[config.mk]
export PLATFORM = sky130hd
export DESIGN_NAME = lpf_frame_scheduler
export DESIGN_NICKNAME = d
export VERILOG_FILES = /design/src/rtl/lpf_frame_scheduler.sv
export SDC_FILE = /design/constraint.sdc
export NUM_CORES = 1
export LEC_CHECK = 0
export ABC_AREA = 1
export CAP_MARGIN = 30
export CORE_ASPECT_RATIO = 0.5
export CORE_MARGIN = 3
export CORE_UTILIZATION = 45
export DETAILED_ROUTE_END_ITERATION = 16
export GPL_TIMING_DRIVEN = 0
export PLACE_DENSITY = 0.71
export SLEW_MARGIN = 5
export SYNTH_ARGS = -nofsm -noshare
export SYNTH_HDL_FRONTEND = slang
export SYNTH_SLANG_ARGS = --single-unit
export TNS_END_PERCENT = 100
[constraint.sdc]
create_clock -name clk -period 3.6 [get_ports clk]
set_input_delay 0.54 -clock clk [delete_from_list [all_inputs] [get_ports clk]]
set_output_delay 0.54 -clock clk [all_outputs]
set_load 0.005 [all_outputs]
[src/rtl/lpf_frame_scheduler.sv]
// Time-shares one low-pass filter between NCH channels, updating all
// outputs once per frame from a snapshot taken at frame_start.
module lpf_frame_scheduler #(
    parameter int NCH     = 2,
    parameter int W       = 11,
    parameter int LPF_LAT = 1
) (
    input  logic             clk,
    input  logic             rst,
    input  logic             frame_start,
    input  logic             bypass,
    input  logic [NCH*W-1:0] ch_in,
    output logic [W-1:0]     lpf_in,
    input  logic [W-1:0]     lpf_out,
    output logic [NCH*W-1:0] ch_out,
    output logic             busy,
    output logic             done,
    output logic             overrun
);

    localparam int CW = (NCH > 1) ? $clog2(NCH) : 1;
    localparam logic [3:0] LAT = 4'(LPF_LAT);
    localparam logic [CW-1:0] LAST = CW'(NCH - 1);

    typedef enum logic {
        IDLE,
        RUN
    } state_t;

    state_t          state_q, state_d;
    logic [CW-1:0]   ch_q, ch_d;
    logic [CW-1:0]   ch_nxt;
    logic [3:0]      cnt_q, cnt_d;
    logic [W-1:0]    snap_q [NCH];
    logic [W-1:0]    snap_d [NCH];
    logic [W-1:0]    out_q  [NCH];
    logic [W-1:0]    out_d  [NCH];
    logic            byp_q, byp_d;
    logic [W-1:0]    lpf_in_q, lpf_in_d;
    logic            busy_q, busy_d;
    logic            done_q, done_d;
    logic            ovr_q, ovr_d;

    assign ch_nxt = ch_q + CW'(1);

    always_comb begin
        state_d  = state_q;
        ch_d     = ch_q;
        cnt_d    = cnt_q;
        snap_d   = snap_q;
        out_d    = out_q;
        byp_d    = byp_q;
        lpf_in_d = lpf_in_q;
        busy_d   = busy_q;
        done_d   = 1'b0;
        ovr_d    = ovr_q;

        // A request that lands while a sequence is still running is dropped and flagged.
        if (frame_start && busy_q) begin
            ovr_d = 1'b1;
        end

        case (state_q)
            IDLE: begin
                if (frame_start) begin
                    for (int k = 0; k < NCH; k++) begin
                        snap_d[k] = ch_in[k*W +: W];
                    end
                    byp_d    = bypass;
                    lpf_in_d = ch_in[W-1:0];
                    busy_d   = 1'b1;
                    state_d  = RUN;
                    ch_d     = '0;
                    cnt_d    = '0;
                end
            end
            RUN: begin
                if (cnt_q < LAT) begin
                    cnt_d = cnt_q + 4'd1;
                end else begin
                    out_d[ch_q] = byp_q ? snap_q[ch_q] : lpf_out;
                    cnt_d       = '0;
                    if (ch_q < LAST) begin
                        ch_d     = ch_nxt;
                        lpf_in_d = snap_q[ch_nxt];
                    end else begin
                        state_d = IDLE;
                        busy_d  = 1'b0;
                        done_d  = 1'b1;
                    end
                end
            end
            default: state_d = IDLE;
        endcase
    end

    always_ff @(posedge clk or posedge rst) begin
        if (rst) begin
            state_q  <= IDLE;
            ch_q     <= '0;
            cnt_q    <= '0;
            byp_q    <= 1'b0;
            lpf_in_q <= '0;
            busy_q   <= 1'b0;
            done_q   <= 1'b0;
            ovr_q    <= 1'b0;
            for (int k = 0; k < NCH; k++) begin
                snap_q[k] <= '0;
                out_q[k]  <= '0;
            end
        end else begin
            state_q  <= state_d;
            ch_q     <= ch_d;
            cnt_q    <= cnt_d;
            byp_q    <= byp_d;
            lpf_in_q <= lpf_in_d;
            busy_q   <= busy_d;
            done_q   <= done_d;
            ovr_q    <= ovr_d;
            snap_q   <= snap_d;
            out_q    <= out_d;
        end
    end

    for (genvar gk = 0; gk < NCH; gk++) begin : g_pack
        assign ch_out[gk*W +: W] = out_q[gk];
    end

    assign lpf_in  = lpf_in_q;
    assign busy    = busy_q;
    assign done    = done_q;
    assign overrun = ovr_q;

endmodule
==> run metrics, run 1 <==
largest net degree at the start of global routing 66; internal power around 2.5 mW; commonest non-fill, non-tap cell in the layout nand2_1; sequential power share 0.297; Clock Latency Late Sink roughly 330 ps; Syn Inst Count about 400; layout overhead on the synthesized area 36.3%; Post-Synth XOR/XNOR Area 0; critical path startpoint category flip-flop; Final setup viols 0; Post-Syn Area per Cell between 7 and 8 um2; Die Footprint 0.00811 mm2; clock root buffer clkbuf_16; combinational power share 0.480; RSZ-0062 raised after global routing false; Max VDD drop about 440 uV; # DRC 0; Post-DRT Antenna Nets 0; Total Neg Setup Slack 0 ps; n_diodes 0; critical path type flip-flop to primary output; largest family of logic cells by synthesized area simple AND/OR/NAND/NOR gates; H-tree depth 3; CP startpoint ch_out[21]; width of the die between 100 and 150 um; total iterations of the first detailed-routing run 4; sw frac 0.380; synthesized-area fraction occupied by and/or/nand/nor cells 0.322; worst path bufs/invs 1; Iteration-0 DRC Markers 250; crit-path cells clkdlybuf4s50_1; antenna violations before repair 0; # port buffers between 70 and 80; Tcrit/Tclk final 0.489; HPWL Detailed around 6000 um; CORE AREA approximately 0.0064 mm2; CTS tree done; register bit total from synthesis 65; Initial Utilization 0.492; Final min period between 1500 and 2000 ps; I/O pin count between 70 and 80; count of different cell masters after synthesis 21; fin nets about 520; Largest delay share family, worst path buffers and inverters; CP endpoint kind primary output; post-synthesis mux area share 0; Post-CTS Setup Inserts 0; outcome complete, no violations; cts bufs inserted 9; M3 GR Usage 0.0649; synthesized-area fraction occupied by adder cells 0.00794; reg2reg start cnt_q[0]; share of cells above drive strength 1 0.123; Row Count 20; CP arrival around 1200 ps; met2 Use GR 0.303; # hold bufs at CTS 0; final worst slack roughly 1800 ps; first-pass GRT wire length about 14000 um; CTS-repair resized insts 0; Net Sw Power 1.56 mW; placer congestion estimate ~0.9; fmax between 500 and 600 MHz; Hold Crit Class flip-flop to flip-flop; Power Dens Cells between 900 and 1000 mW/mm2; WL final slightly above 8000 um; Worst Path Required just over 3000 ps; busiest grt layer met1; Die H 65.2 um; vias around 2.8k; synthesized area approximately 0.0032 mm2; Synth Area in Compound Gates 0.0635; Clock transition at path regs 50 ps; Final Hold Vio Count 0; vias in the first global route ~2.7k; pre-CTS setup slack approximately 1800 ps; Synthesized Nets 438; min-delay src overrun; Worst-Margin Slew about 800 ps; fin util 0.671; most frequent cells in the layout 206 x nand2_1, 72 x clkdlybuf4s50_1, 65 x dfrtp_1, 34 x nand3_1, 26 x inv_1; Worst Path Max Fanout 2; sequential area share after synthesis 0.516; Vias/cell 4.92; # clock sinks 65; slew margin rel. 0.469; met1 Use GR 0.319; max incr delay on CP between 500 and 600 ps; LEAKAGE 2.20 nW; Pins Over Slew Limit 0; CP max-delay cell clkdlybuf4s50_1; Clock Skew 5.85 ps; max-cap viol count 0; Ys Warns 0; clock power share 0.223; gr usage total 0.214; WL/cell 14.4 um; total gr overflow 0; Max Buffers Root-to-Sink 2
==> final timing paths <==
| check | cells past startpoint | slack (ps) | to |
|---|---|---|---|
| min reg2reg | 1 | 450 | overrun |
| min in group asynchronous | 2 | 710 | ch_out[1] |
| max reg2reg | 8 | 2060 | ch_out[13] |
| min | 1 | 450 | overrun |
| max | 1 | 1840 | ch_out[21] |
| max in group asynchronous | 2 | 2350 | lpf_in[7] |
==> through the flow <==
| stage | area, um2 | hold WS [ps] | total power [mW] | cells |
|---|---|---|---|---|
| after floorplan | 3150 | 451 | 2.40 | 399 |
| after global routing | 4300 | 493 | 4.43 | 574 |
| after global placement | 3980 | 437 | 3.14 | 559 |
| final | 4300 | 451 | 4.11 | 574 |
| after detailed placement | 3990 | 444 | 3.18 | 559 |
| after CTS | 4300 | 455 | 4.12 | 574 |
==> Yosys cell counts, drive strengths merged <==
cell	count	area share
o21ai	28	0.061
nor3b	1	0.0024
ha	2	0.0079
nor2	5	0.0091
inv	31	0.038
a21o	1	0.0024
nand2	210	0.26
buf	22	0.052
nand3	34	0.054
dfrtp	65	0.52
==> worst register-to-register path, cell delays in order, from the launching register on <==
cell	delay, ps
dfrtp_1	370
inv_1	70
ha_1	200
nand2_2	150
nand2_1	110
nor2_2	190
buf_4	230
nand2_1	90
nand2_1	70
==> power by group through the flow <==
stage	logic [mW]	registers [mW]	clock network (mW)
after floorplan	1.18	1.22	0
after global placement	1.92	1.22	0
after detailed placement	1.96	1.23	0
after CTS	1.97	1.22	0.929
after global routing	2.20	1.26	0.965
final	1.97	1.22	0.916
==> sequential cells by signal, summed over array words and instances, names as in the netlist <==
| register | cells |
|---|---|
| busy | 1 |
| byp_q | 1 |
| ch_out | 22 |
| ch_q | 1 |
| cnt_q | 4 |
| done | 1 |
| lpf_in | 11 |
| overrun | 1 |
| snap_q | 22 |
| state_q | 1 |
==> cell type report <==
class                           count  area [um2]
Multi-Input combinational cell    281        1240
Tap cell                           88         110
Timing Repair Buffer               72         721
Sequential cell                    65        1630
Inverter                           31         124
Buffer                             22         165
Fill cell                         561        2110
Clock inverter                      3        65.1
Clock buffer                       12         246
==> kinds of logic (layout without fill, tap and decap cells) <==
kind of cell             Yosys count  count (layout)
adder cells (fa/ha/maj)            2               2
flip-flops                        65              65
AND/OR/NAND/NOR                  250             250
buffers and inverters             53             140
AO/OA/AOI/OAI                     29              29
==> metal layers <==
| layer | part of all wire | up-vias |
|---|---|---|
| met5 | 0 | - |
| met4 | 0.010 | 0 |
| met3 | 0.087 | 8 |
| met2 | 0.42 | 106 |
| met1 | 0.48 | 1312 |
| li1 | - | 1399 |
No activity file was read; power rests on OpenSTA's default activity.
==> run 2, diff against run 1 <==
Settings changed: PLACE_DENSITY 0.71 to 0.74.
Clock period 3.6 ns to 1.5 ns, I/O delays scaled along.
==> run 2 against run 1 <==
Effect of this change: register-to-register slack got worse by 1900 ps; design area up 1.2%; setup slack got worse by 1800 ps; largest power group unchanged; power grew 140%.
==> run metrics, run 2 (synthesized netlist as in run 1, its figures left out) <==
Worst Path Max Fanout 2 (unchanged); Die H 65.2 um (unchanged); H-tree depth 3 (unchanged); # clock sinks 65 (unchanged); largest net degree at the start of global routing 40 (was 66); outcome complete, no violations (unchanged); Row Count 20 (unchanged); Clock transition at path regs 60 ps (was 50 ps); vias 2766 (was 2825); Die Footprint 0.00811 mm2 (unchanged); layout overhead on the synthesized area 37.9% (was 36.3%); Iteration-0 DRC Markers 315 (was 250); HPWL Detailed 5870 um (was 6000 um); vias in the first global route 2651 (was 2669); Worst Path Required 1270 ps (was 3060 ps); crit-path cells clkdlybuf4s50_1 (unchanged); Post-CTS Setup Inserts 0 (unchanged); Clock Skew 8.58 ps (was 5.85 ps); antenna violations before repair 0 (unchanged); sw frac 0.390 (was 0.380); share of cells above drive strength 1 0.133 (was 0.123); met2 Use GR 0.290 (was 0.303); worst path bufs/invs 1 (unchanged); clock root buffer clkbuf_16 (unchanged); CTS-repair resized insts 0 (unchanged); M3 GR Usage 0.0568 (was 0.0649); Vias/cell 4.80 (was 4.92); Post-DRT Antenna Nets 0 (unchanged); cts bufs inserted 9 (unchanged); reg2reg start cnt_q[0] (unchanged); gr usage total 0.210 (was 0.214); Pins Over Slew Limit 0 (unchanged); Finished Layout Cells 576 (was 574); fmax 698 MHz; WL/cell 13.9 um (was 14.4 um); Power Total 9.78 mW (was 4.11 mW); clock power share 0.210 (was 0.223); Final setup viols 0 (unchanged); max-cap viol count 0 (unchanged); critical path type flip-flop to primary output (unchanged); CTS tree done (unchanged); first-pass GRT wire length 13600 um (was 13700 um); Clock Latency Late Sink 330 ps (about the same); CP max-delay cell clkdlybuf4s50_1 (unchanged); Final min period ~1400 ps; sequential power share 0.299 (was 0.297); I/O pin count 73 (unchanged); combinational power share 0.491 (was 0.480); met1 Use GR 0.326 (was 0.319); CORE AREA 0.00641 mm2 (unchanged); Max VDD drop 946 uV (was 442 uV); width of the die 124 um (unchanged); commonest non-fill, non-tap cell in the layout nand2_1 (unchanged); LEAKAGE 2.21 nW (was 2.20 nW); Tcrit/Tclk final 0.955; Net Sw Power 3.81 mW (was 1.56 mW); Final Hold Vio Count 0 (unchanged); # port buffers 72 (unchanged); total gr overflow 0 (unchanged); # DRC 0 (unchanged); Initial Utilization 0.492 (unchanged); Largest delay share family, worst path buffers and inverters (unchanged); Placed Cells 561 (was 559); Power Dens Cells 2250 mW/mm2 (was 957 mW/mm2); max incr delay on CP 520 ps (about the same); placer congestion estimate 0.860 (was 0.897); CP endpoint kind primary output (unchanged); fin nets 523 (was 521); busiest grt layer met1 (unchanged); Hold Crit Class input port to asynchronous set/reset pin (was flip-flop to flip-flop); total iterations of the first detailed-routing run 5 (was 4); Max Buffers Root-to-Sink 2 (unchanged); slew margin rel. 0.709 (was 0.469); CP startpoint ch_out[21] (unchanged); n_diodes 0 (unchanged); internal power 5.97 mW (was 2.55 mW); WL final 8030 um (was 8240 um); most frequent cells in the layout 206 x nand2_1, 72 x clkdlybuf4s50_1, 65 x dfrtp_1, 33 x nand3_1, 26 x inv_1 (was 206 x nand2_1, 72 x clkdlybuf4s50_1, 65 x dfrtp_1, 34 x nand3_1, 26 x inv_1); Worst-Margin Slew 435 ps (was 797 ps); CP arrival 1210 ps (was 1220 ps); critical path startpoint category flip-flop (unchanged); Total Neg Setup Slack 0 ps (unchanged); # hold bufs at CTS 0 (unchanged)
-- run 2: cell types whose count changed in the layout (fill, tap and decap cells not counted), sizes merged --
cell,before,now
clkbuf,12,11
bufinv,2,1
clkinv,1,3
clkinvlp,0,2
-- run 2: final timing paths --
kind	end	slack, ps	cells past startpoint
hold reg to reg	overrun	460	1
setup reg to reg	ch_out[21]	120	8
max in group asynchronous	snap_q[10]	790	4
min in group clk	snap_q[2]	450	3
hold / removal	lpf_in[3]	300	3
setup / recovery	ch_out[21]	70	1
-- run 2: area by class of cell --
class	instances	area (um2)
plain buffers	22	176
clock buffers	9	225
clock inverters	6	68.8
fillers	556	2060
inverters	31	125
multi-input cells	281	1250
flip-flops and latches	65	1630
well taps	88	110
repair buffers	74	761
-- run 2: power by group through the flow --
stage / Clock, mW / Sequential [mW] / Combinational, mW
finish: 2.05 / 2.93 / 4.80
global route: 2.16 / 3.02 / 5.37
CTS: 2.08 / 2.93 / 4.70
detailed placement: 0 / 2.93 / 4.67
global placement: 0 / 2.94 / 4.58
floorplan: 0 / 2.94 / 2.83
-- run 2: metal layers --
metal | share of wire | vias to the layer above | wire length [um]
li1 | - | 1397 | -
met1 | 0.51 | 1253 | 4060
met2 | 0.41 | 112 | 3320
met3 | 0.076 | 4 | 608
met4 | 0.0052 | 0 | 42
met5 | 0 | - | 0
-- run 2: metrics by stage --
stage,setup slack (ps),utilization,hold WS (ps),cell area (um2)
2_1_floorplan,274,-,295,3160
3_3_place_gp,-274,0.622,440,3990
3_5_place_dp,-10.1,0.629,461,4030
4_1_cts,23.5,0.675,309,4320
5_1_grt,-4.28,0.679,339,4350
6_report,68.0,0.679,303,4350
